### src/rtl/bldc_pkg.sv
// Shared types and helpers for the BLDC six-step commutator.
// Phase roles, FSM states, invalid Hall codes and the commutation table.
package bldc_pkg;

    typedef enum logic [1:0] {
        ROLE_OFF = 2'd0,
        ROLE_HI  = 2'd1,
        ROLE_LO  = 2'd2
    } role_t;

    typedef enum logic [1:0] {
        ST_IDLE  = 2'd0,
        ST_RUN   = 2'd1,
        ST_BRAKE = 2'd2,
        ST_FAULT = 2'd3
    } state_t;

    typedef struct packed {
        role_t a;
        role_t b;
        role_t c;
    } roles_t;

    localparam logic [2:0] HALL_INV0 = 3'b000;
    localparam logic [2:0] HALL_INV7 = 3'b111;

    function automatic logic hall_valid(input logic [2:0] hall);
        return (hall != HALL_INV0) && (hall != HALL_INV7);
    endfunction

    // Forward table; reverse direction swaps the high and low phase.
    function automatic roles_t comm_lookup(input logic [2:0] hall, input logic dir);
        roles_t r;
        role_t  hi_r;
        role_t  lo_r;
        hi_r = dir ? ROLE_LO : ROLE_HI;
        lo_r = dir ? ROLE_HI : ROLE_LO;
        r.a  = ROLE_OFF;
        r.b  = ROLE_OFF;
        r.c  = ROLE_OFF;
        case (hall)
            3'b101: begin r.a = hi_r; r.b = lo_r; end
            3'b100: begin r.a = hi_r; r.c = lo_r; end
            3'b110: begin r.b = hi_r; r.c = lo_r; end
            3'b010: begin r.b = hi_r; r.a = lo_r; end
            3'b011: begin r.c = hi_r; r.a = lo_r; end
            3'b001: begin r.c = hi_r; r.b = lo_r; end
            default: ;
        endcase
        return r;
    endfunction

endpackage

### src/rtl/bldc_pwm_gen.sv
// PWM generator: prescaled tick, counter 0..2^PWM_W-2, duty reloaded only at wrap
// so a DUTY change never produces a runt pulse inside a period.
module bldc_pwm_gen #(
    parameter int PWM_W     = 4,
    parameter int PRESC_DIV = 1
) (
    input  logic             clk,
    input  logic             rst_n,
    input  logic [PWM_W-1:0] duty,
    output logic             pwm_on
);
    localparam int PW = (PRESC_DIV > 1) ? $clog2(PRESC_DIV) : 1;
    localparam logic [PW-1:0]    PRESC_TOP = PW'(PRESC_DIV - 1);
    localparam logic [PWM_W-1:0] CNT_TOP   = {{(PWM_W-1){1'b1}}, 1'b0};

    logic [PW-1:0]    presc;
    logic [PWM_W-1:0] cnt;
    logic [PWM_W-1:0] duty_q;
    logic             tick;

    assign tick   = (presc == PRESC_TOP);
    assign pwm_on = (cnt < duty_q);

    // Prescaler, period counter and wrap-aligned duty reload.
    always_ff @(posedge clk or negedge rst_n) begin
        if (!rst_n) begin
            presc  <= '0;
            cnt    <= '0;
            duty_q <= '0;
        end else begin
            presc <= tick ? '0 : presc + PW'(1);
            if (tick) begin
                if (cnt == CNT_TOP) begin
                    cnt    <= '0;
                    duty_q <= duty;
                end else begin
                    cnt <= cnt + PWM_W'(1);
                end
            end
        end
    end
endmodule

### src/rtl/bldc_commutator_pwm.sv
// Six-step BLDC commutation controller: Hall sync/filter, IDLE/RUN/BRAKE/FAULT FSM,
// commutation-period measurement and gate drive with PWM on the high side.
// Optional macro DEADTIME_EN inserts DEAD_CYC off cycles on every phase role change.
module bldc_commutator_pwm
    import bldc_pkg::*;
#(
    parameter int PWM_W       = 4,
    parameter int PRESC_DIV   = 1,
    parameter int HALL_STABLE = 4,
    parameter int DEAD_CYC    = 2,
    parameter int CNT_W       = 16
) (
    input  logic             CLK,
    input  logic             RST_N,
    input  logic [2:0]       HALL,
    input  logic [PWM_W-1:0] DUTY,
    input  logic             EN,
    input  logic             DIR,
    input  logic             BRAKE,
    input  logic             CLR_FAULT,
    output logic             A,
    output logic             B,
    output logic             C,
    output logic             AA,
    output logic             BB,
    output logic             CC,
    output logic             FAULT,
    output logic             STALL,
    output logic [CNT_W-1:0] COMM_PERIOD
);
    localparam int SW = $clog2(HALL_STABLE + 1);

`ifdef DEADTIME_EN
    localparam int DT_LEN = DEAD_CYC;
`else
    // DEAD_CYC is accepted but has no effect when dead time is not built in.
    localparam int DT_LEN = 0 * DEAD_CYC;
`endif

    logic [2:0]       s1, s2, cand, hall_f;
    logic [SW-1:0]    scnt;
    logic             acc;
    logic [CNT_W-1:0] pcnt;
    logic             dir_q;
    state_t           state, nxt;
    roles_t           r;
    role_t [2:0]      des;
    role_t [2:0]      app;
    logic             pwm_on;

    // A candidate that has held for HALL_STABLE samples is accepted one cycle later.
    assign acc = (scnt == SW'(HALL_STABLE)) && (cand != hall_f);

    // Hall synchroniser, stability filter and accepted code.
    always_ff @(posedge CLK or negedge RST_N) begin
        if (!RST_N) begin
            s1     <= '0;
            s2     <= '0;
            cand   <= '0;
            scnt   <= '0;
            hall_f <= '0;
        end else begin
            s1 <= HALL;
            s2 <= s1;
            if (s2 != cand) begin
                cand <= s2;
                scnt <= SW'(1);
            end else if (scnt != SW'(HALL_STABLE)) begin
                scnt <= scnt + SW'(1);
            end
            if (acc) hall_f <= cand;
        end
    end

    // Period counter starts at 1 so the first report counts cycles since reset
    // the same way later reports count cycles between changes.
    always_ff @(posedge CLK or negedge RST_N) begin
        if (!RST_N) begin
            pcnt        <= CNT_W'(1);
            COMM_PERIOD <= '0;
            dir_q       <= 1'b0;
        end else begin
            dir_q <= DIR;
            if (acc && hall_valid(cand)) begin
                COMM_PERIOD <= pcnt;
                pcnt        <= CNT_W'(1);
            end else if (pcnt != '1) begin
                pcnt <= pcnt + CNT_W'(1);
            end
        end
    end

    assign STALL = &pcnt;

    // FSM state register.
    always_ff @(posedge CLK or negedge RST_N) begin
        if (!RST_N) state <= ST_IDLE;
        else        state <= nxt;
    end

    // Next state: fault beats brake beats enable.
    always_comb begin
        nxt = state;
        if (acc && !hall_valid(cand)) begin
            nxt = ST_FAULT;
        end else begin
            case (state)
                ST_FAULT: if (CLR_FAULT && hall_valid(hall_f)) nxt = ST_IDLE;
                ST_IDLE:  if (BRAKE) nxt = ST_BRAKE; else if (EN)  nxt = ST_RUN;
                ST_RUN:   if (BRAKE) nxt = ST_BRAKE; else if (!EN) nxt = ST_IDLE;
                ST_BRAKE: if (!BRAKE) nxt = ST_IDLE;
                default:  nxt = ST_IDLE;
            endcase
        end
    end

    // Desired phase roles from state and accepted Hall code.
    always_comb begin
        r = comm_lookup(hall_f, dir_q);
        case (state)
            ST_RUN:   des = {r.c, r.b, r.a};
            ST_BRAKE: des = {ROLE_LO, ROLE_LO, ROLE_LO};
            default:  des = {ROLE_OFF, ROLE_OFF, ROLE_OFF};
        endcase
    end

    assign FAULT = (state == ST_FAULT);

    bldc_pwm_gen #(.PWM_W(PWM_W), .PRESC_DIV(PRESC_DIV)) u_pwm (
        .clk    (CLK),
        .rst_n  (RST_N),
        .duty   (DUTY),
        .pwm_on (pwm_on)
    );

    if (DT_LEN > 0) begin : g_dt
        localparam int DW = $clog2(DT_LEN + 1);
        for (genvar p = 0; p < 3; p++) begin : g_ph
            role_t         tgt;
            logic [DW-1:0] dcnt;
            // Track each phase's target role; a change blanks the phase for DT_LEN
            // cycles (the cycle the change is seen plus DT_LEN-1 counted cycles).
            always_ff @(posedge CLK or negedge RST_N) begin
                if (!RST_N) begin
                    tgt  <= ROLE_OFF;
                    dcnt <= '0;
                end else if (des[p] != tgt) begin
                    tgt  <= des[p];
                    dcnt <= DW'(DT_LEN - 1);
                end else if (dcnt != '0) begin
                    dcnt <= dcnt - DW'(1);
                end
            end
            assign app[p] = ((des[p] == tgt) && (dcnt == '0)) ? tgt : ROLE_OFF;
        end
    end else begin : g_nodt
        assign app = des;
    end

    // One role per phase, so high and low gates of a phase can never overlap.
    assign A  = (app[0] == ROLE_HI) && pwm_on;
    assign B  = (app[1] == ROLE_HI) && pwm_on;
    assign C  = (app[2] == ROLE_HI) && pwm_on;
    assign AA = (app[0] == ROLE_LO);
    assign BB = (app[1] == ROLE_LO);
    assign CC = (app[2] == ROLE_LO);
endmodule

### config.mk
export PLATFORM = sky130hd
export DESIGN_NAME = bldc_commutator_pwm
export DESIGN_NICKNAME = d
export VERILOG_FILES = /design/src/rtl/bldc_pkg.sv /design/src/rtl/bldc_pwm_gen.sv /design/src/rtl/bldc_commutator_pwm.sv
export SDC_FILE = /design/constraint.sdc
export NUM_CORES = 1
export LEC_CHECK = 0
export ABC_AREA = 1
export CORE_UTILIZATION = 45
export CTS_CLUSTER_DIAMETER = 100
export CTS_CLUSTER_SIZE = 28
export DETAILED_ROUTE_END_ITERATION = 8
export DONT_BUFFER_PORTS = 1
export GPL_TIMING_DRIVEN = 0
export SYNTH_ARGS = -nofsm -noshare
export SYNTH_HDL_FRONTEND = slang
export SYNTH_SLANG_ARGS = --single-unit
### constraint.sdc
create_clock -name CLK -period 4.1 [get_ports CLK]
set_input_delay 0.41 -clock CLK [delete_from_list [all_inputs] [get_ports CLK]]
set_output_delay 0.41 -clock CLK [all_outputs]
set_load 0.01 [all_outputs]
# ---- After elaboration in Yosys (flattened, before gate mapping)
# Cells that the tools add are included.
dict set report totals {
  reg_bits 59
  inputBits 13
  elab_cells 89
}
dict set report op_classes {
  add_sub_neg 4
  n_lt_le_gt_ge 1
  n_eq_ne 27
  mux 20
  bitwise_logic 1
  n_reduce_logical 24
}
# cell n
set op_table {}
lappend op_table {{16-bit 2-to-1 mux} 2}
lappend op_table {{2-bit 2-to-1 mux} 9}
lappend op_table {{16-bit by 1-bit adder with 16-bit output, second input constant} 1}
lappend op_table {{16-bit != test, second input constant} 1}
lappend op_table {{16-bit AND reduction} 1}
lappend op_table {{3-bit == test, second input constant} 4}
lappend op_table {{3-bit != test, second input constant} 4}
lappend op_table {{2-bit one-hot mux with 2 select lines} 3}
lappend op_table {{6-bit one-hot mux with 2 select lines} 1}
lappend op_table {{2-bit OR reduction} 6}
lappend op_table {{2-bit == test, second input constant} 5}
lappend op_table {{1-bit logical AND} 9}
lappend op_table {{2-bit by 1-bit == test with 1-bit output, second input constant} 4}
lappend op_table {{4-bit != test, second input constant} 2}
lappend op_table {{2-bit one-hot mux with 4 select lines} 1}
lappend op_table {{3-bit by 2-bit == test with 1-bit output, second input constant} 2}
lappend op_table {{3-bit 2-to-1 mux} 2}
lappend op_table {{3-bit != test} 2}
lappend op_table {{3-bit nonzero test} 2}
lappend op_table {{4-bit by 1-bit adder with 4-bit output, second input constant} 1}
lappend op_table {{4-bit == test, second input constant} 1}
lappend op_table {{4-bit < comparator} 1}
lappend op_table {{4-bit 2-to-1 mux} 1}
lappend op_table {{4-bit AND reduction} 1}
lappend op_table {{10 further kinds} 11}

# ---- Logic depth before layout (Yosys ltp)
dict set report logic_depth {
  word_depth 6
  ltp_mapped 9
}

# ---- Hierarchy
# Synthesis repeated with hierarchy kept, for this count alone.
dict set report unflattened {
  cells_unflattened 390
  hier_area_um2 3079.2
}
# module n_inst cells_each area_each_um2 seq_area_each_um2
set modules_own_cells {}
lappend modules_own_cells {bldc_commutator_pwm 1 342 2663.8 1252.5}
lappend modules_own_cells {bldc_pwm_gen 1 48 415.4 200.2}

# ---- Worst setup path after synthesis
# OpenSTA, ideal clock, no wires.
dict set report synth_path {
  path_kind {reg2out}
  start {reg state[0]}
  end {out B}
  arrival_ns 1.301
  required_time_ns 3.690
  path_slack_ns 2.389
  stages_incl_launch_ff 8
  n_path_buf 0
  cell_sequence {dfrtp_1 -> inv_1 -> ha_1 -> nand2_1 -> inv_1 -> nand3_1 -> nand2_1 -> nor3_1}
}
dict set report synth_via {
  elab_chain_cells 4
  word_cells_on_any_way 5
  classes_between {3 x eq/ne; 1 x mux; 1 x reduce/logical}
}
# item line_no
set synth_lines {}
lappend synth_lines {{from (decl)} bldc_commutator_pwm.sv:45} ;# state_t state, nxt;
lappend synth_lines {{from (signal assigned)} bldc_commutator_pwm.sv:98} ;# else state <= nxt;
lappend synth_lines {{2-bit == test / 2-bit by 1-bit == test with 1-bit output (equally long branches)} bldc_commutator_pwm.sv:120} ;# case (state)
lappend synth_lines {{6-bit one-hot mux with 2 select lines *} bldc_commutator_pwm.sv:120}
lappend synth_lines {{2-bit by 1-bit == test with 1-bit output *} bldc_commutator_pwm.sv:162} ;# assign B = (app[1] == ROLE_HI) && pwm_on;
lappend synth_lines {{1-bit logical AND *} bldc_commutator_pwm.sv:162}
lappend synth_lines {{to (decl)} bldc_commutator_pwm.sv:22} ;# output logic B,
# Mark *: on every way between the ends. The rest lies on a longest branch, timed or not.

# ---- Worst setup path in the final report
dict set report layout_path {
  start {reg pcnt[0]}
  end {out STALL}
}
dict set report layout_via {
  elab_chain_cells 1
}
# item line_no
set layout_lines {}
lappend layout_lines {{from (decl)} bldc_commutator_pwm.sv:43} ;# logic [CNT_W-1:0] pcnt;
lappend layout_lines {{from (signal assigned)} bldc_commutator_pwm.sv:88} ;# pcnt <= pcnt + CNT_W'(1);
lappend layout_lines {{16-bit AND reduction} bldc_commutator_pwm.sv:93} ;# assign STALL = &pcnt;
lappend layout_lines {{to (decl)} bldc_commutator_pwm.sv:28} ;# output logic STALL,
# Every way passes these cells.

==> results.txt <==
The wire length of the first global-routing pass came out at 10.4 mm. The floorplan step defined a die boundary enclosing 0.00712 mm2. The synthesis-to-finish area growth is 10.0%. The floorplan has 29 rows. For this run, the leading register cell type out of synthesis is dfrtp_1. The number of clock buffers inserted by TritonCTS came out at 9. The synthesized area per cell is 8.06 um2. For flop-to-flop paths, the worst setup slack is 2.35 ns. The clock-pin slew on the worst setup and hold paths came out at 0.07 ns.

The worst clock skew came out at 0.00699 ns. At the worst endpoint, the arrival time is 1.85 ns. Ranked by total cell area, the synthesized netlist is headed by dfrtp_1 (47%), nand2_1 (16%), ha_1 (4.1%), nand4_1 (4.1%), inv_1 (3.7%).

The buffers plus inverters on the worst setup path came out at 1. The flow ran to the end, but the final reports show violations. The total via count in the routed design came out at 2365. The number of synthesized register bits is 58. The internal power component is 981 uW.

The number of cells in the design after placement came out at 456. For this run, the total global-route usage over all layers was measured as 18.9%. In the final routed layout, each cell accounts on average for 12.8 um. The worst setup path is of the register to output port kind. For this design, the CTS-stage hold fixing added 2 buffers. The final number of max-transition violations came out at 0. Power spread over the standard cell area amounts to 434 mW/mm2.

CTS saw 58 sinks. In this run the vertical extent of the chip is 84.4 um. Among all stages on the critical path, the largest delay is contributed by dfstp_2.

The synthesized design spends more area on one cell type than any other, namely dfrtp_1. The number of non-filler instances in the completed layout is 474. The number of cells on the worst reg-to-reg path came out at 7. The worst setup path is launched from a register. The maximum single-stage delay on the critical path is 0.58 ns. The number of warnings printed during yosys synthesis is 0.

The routed wire length is 6.05 mm. The final hold violation count is 0. The core footprint came out at 0.00646 mm2.

The hold path startpoint is HALL[0]. The switching part of the total is 32.6%. In this run the tool buffered the top-level ports with 0 buffer cells. Derived from the worst setup path, the maximum achievable clock frequency is 0.442 GHz. The worst setup path is captured at an output port.

The initial core utilization is 47.3%. The sum of met3 wire segment lengths after detailed routing is 301 um. The clock latency on the worst-skew pair is 0.33 ns. The area of combinational cells with multiple inputs is 0.00138 mm2. Registers take 0.00145 mm2.

CTS placed an instance of clkbuf_8 at the clock tree root. Setup repair after global routing left no endpoint under its margin. The share of power burned in registers came out at 47.3%.

The share of the core filled with cells in the final layout came out at 52.0%. The clock passes through at most 2 buffers. The end of the worst hold path is s1[0]. The post-placement cell area is 0.00315 mm2. The final number of setup-violating endpoints came out at 0. The worst register-to-register path ends at pcnt[0].

The level count of the clock H-tree is 3. Yosys mapped a number of flops with a built-in enable equal to 0. The switching power summed over all nets is 475 uW. Buffers added to address setup during post-CTS repair amount to 0. The wire length on met1 came out at 2.90 mm. The largest voltage drop on the vdd net came out at 0.266 mV. The number of stages on the worst hold path came out at 0. Entering global routing, the biggest net connects 59 pins.

The layout cell share with drive strength beyond 1 came out at 13.1%. 37 I/O pins were placed. The leakage power summed over all cells is 0.00171 uW. TritonCTS built the clock tree. The design area is 0.00336 mm2. The clock network fraction of total power came out at 31.3%. Headroom to the max-slew limit came out at 75.7%. The number of gates resized after cts is 0. The family with the most delay on the worst path is flip-flops.

The pin slew with the least headroom to its limit is 0.362 ns. The portion of synthesized cell area occupied by the leading cell type is 46.7%. The number of search-and-repair iterations in the first detailed-routing pass came out at 6. Traced cell by cell, the critical path runs through ha_1, inv_2, nor2_4, nand3_1, nor2_1. Setup total negative slack on the finished layout was measured at 0 ns. The worst register-to-register path begins at pcnt[0].

After synthesis, the netlist uses 29 different library cells. The detailed placement HPWL came out at 4.40 mm. The cell area after synthesis is 0.00305 mm2. Of all flip-flops after synthesis, the portion carrying an async set or reset was 100%.

The checks that failed: design-rule violations. The power consumption is 1460 uW. After layout, the worst path uses 55.2% of the clock period. Once detail routing completed, the nets flagged for antenna violations numbered 0.

The net count reported at finish came out at 415. The via count of the first global-routing pass came out at 2292. The worst hold path belongs to the class input port to register. For the finished layout, the period the worst path requires is 2.26 ns.

The number of antenna repair diodes came out at 0. The number of design rule violations left after detail routing came out at 6. After detailed routing, no signal wire sits above met4.

Summing the sequential cell areas from Yosys gives 47.6% of the chip area. The worst-path maximum fanout is 6. The number of antenna violations at the first check in global routing came to 0. The per-cell via count in the routed design came out at 4.99. The die is 84.4 um wide. Combinational cells account for 21.5% of the total power. Synthesis handed over a netlist of 379 instances. The number of nets handed over by synthesis was 402. The overflow left after global routing came out at 0. The total of fill cells in the finished design came out at 657. The endpoint required time on the critical path is 3.69 ns. The detailed route wirelength on metal2 came out at 2.78 mm.

The violation count after the first detailed-routing iteration came out at 127. The routability congestion estimate came out at 0.800. The number of maximum-capacitance violations is 0.
## cell usage after synthesis (2+ instances only)
cell type  instances
inv_1             30
nor2_2             3
o21ai_0            7
a21oi_1           15
buf_6              3
buf_4              3
nand3b_1           3
o21ai_1            2
ha_1              10
clkbuf_1           3
nand2_2           13
nand4_1           20
nand3_1           19
nor2_1            29
buf_2              3
xor2_1             6
inv_2              5
nand2_1          131
dfrtp_1           57
xnor2_1            8
## cell families after synthesis
logic type	share of synthesized area, %
buffers and inverters	7.13
flip-flops	47.6
AO/OA/AOI/OAI	3.93
XOR/XNOR	4.02
adder cells (fa/ha/maj)	4.10
AND/OR/NAND/NOR	32.9
multiplexers	0.369
## power by group through the flow
| stage | logic [uW] | clock network, uW | registers (uW) |
|---|---|---|---|
| 5_1_grt | 359 | 501 | 697 |
| 3_5_place_dp | 295 | 0 | 699 |
| 4_1_cts | 314 | 472 | 688 |
| 2_1_floorplan | 255 | 0 | 682 |
| 3_3_place_gp | 290 | 0 | 698 |
| 6_report | 312 | 456 | 688 |
## cell type report
type | instances | area share [%]
Clock inverter | 5 | 0.894
Sequential cell | 58 | 43.3
Inverter | 36 | 4.02
Tap cell | 77 | 2.87
Timing Repair Buffer | 2 | 1.12
Multi-Input combinational cell | 273 | 41.2
Clock buffer | 11 | 4.21
Buffer | 12 | 2.46
## through the flow
step	setup slack, ns	hold slack, ns
after floorplan	2.39	0.114
after global placement	2.19	0.116
after detailed placement	2.18	0.116
after CTS	1.80	0.0813
after global routing	1.65	0.0705
final	1.84	0.101
## metal layers
| metal | global-route usage (%) | up-vias |
|---|---|---|
| met5 | 0 | - |
| met4 | 7.86 | 0 |
| met3 | 6.39 | 4 |
| met2 | 30.8 | 41 |
| met1 | 23.2 | 1094 |
| li1 | - | 1226 |
## cell usage in the layout, fill, tap and decap left out, types with 2 or more instances in the layout
| master | netlist | final |
|---|---|---|
| nand3b_1 | 3 | 3 |
| buf_6 | 3 | 3 |
| ha_1 | 10 | 10 |
| clkbuf_1 | 3 | 4 |
| buf_4 | 3 | 3 |
| xor2_1 | 6 | 6 |
| clkinvlp_4 | 0 | 2 |
| inv_1 | 30 | 30 |
| a21oi_1 | 15 | 15 |
| nor2_1 | 29 | 29 |
| clkbuf_8 | 0 | 10 |
| clkinv_2 | 0 | 3 |
| o21ai_1 | 2 | 2 |
| nand3_1 | 19 | 19 |
| dfrtp_1 | 57 | 57 |
| o21ai_0 | 7 | 7 |
| nor2_2 | 3 | 3 |
| inv_2 | 5 | 5 |
| nand2_1 | 131 | 131 |
| nand2_2 | 13 | 13 |
| xnor2_1 | 8 | 8 |
| buf_2 | 3 | 3 |
| nand4_1 | 20 | 20 |
## how the worst max path moves through the flow
stage                     cells after the start  startpoint     to  slack [ns]
after floorplan                               7    state[0]      B        2.39
after global placement                        5     pcnt[0]  STALL        2.19
after detailed placement                      5     pcnt[0]  STALL        2.18
after CTS                                     5     pcnt[0]  STALL        1.80
after global routing                          5     pcnt[0]  STALL        1.65
final                                         5     pcnt[0]  STALL        1.84
## flip-flops by register name (all words and copies together) (netlist names), 3 cells and up
signal,count
scnt,3
u_pwm.cnt,4
cand,3
pcnt,16
COMM_PERIOD,16
hall_f,3
s1,3
u_pwm.duty_q,4
s2,3
Power figures use the tool's default switching activity.
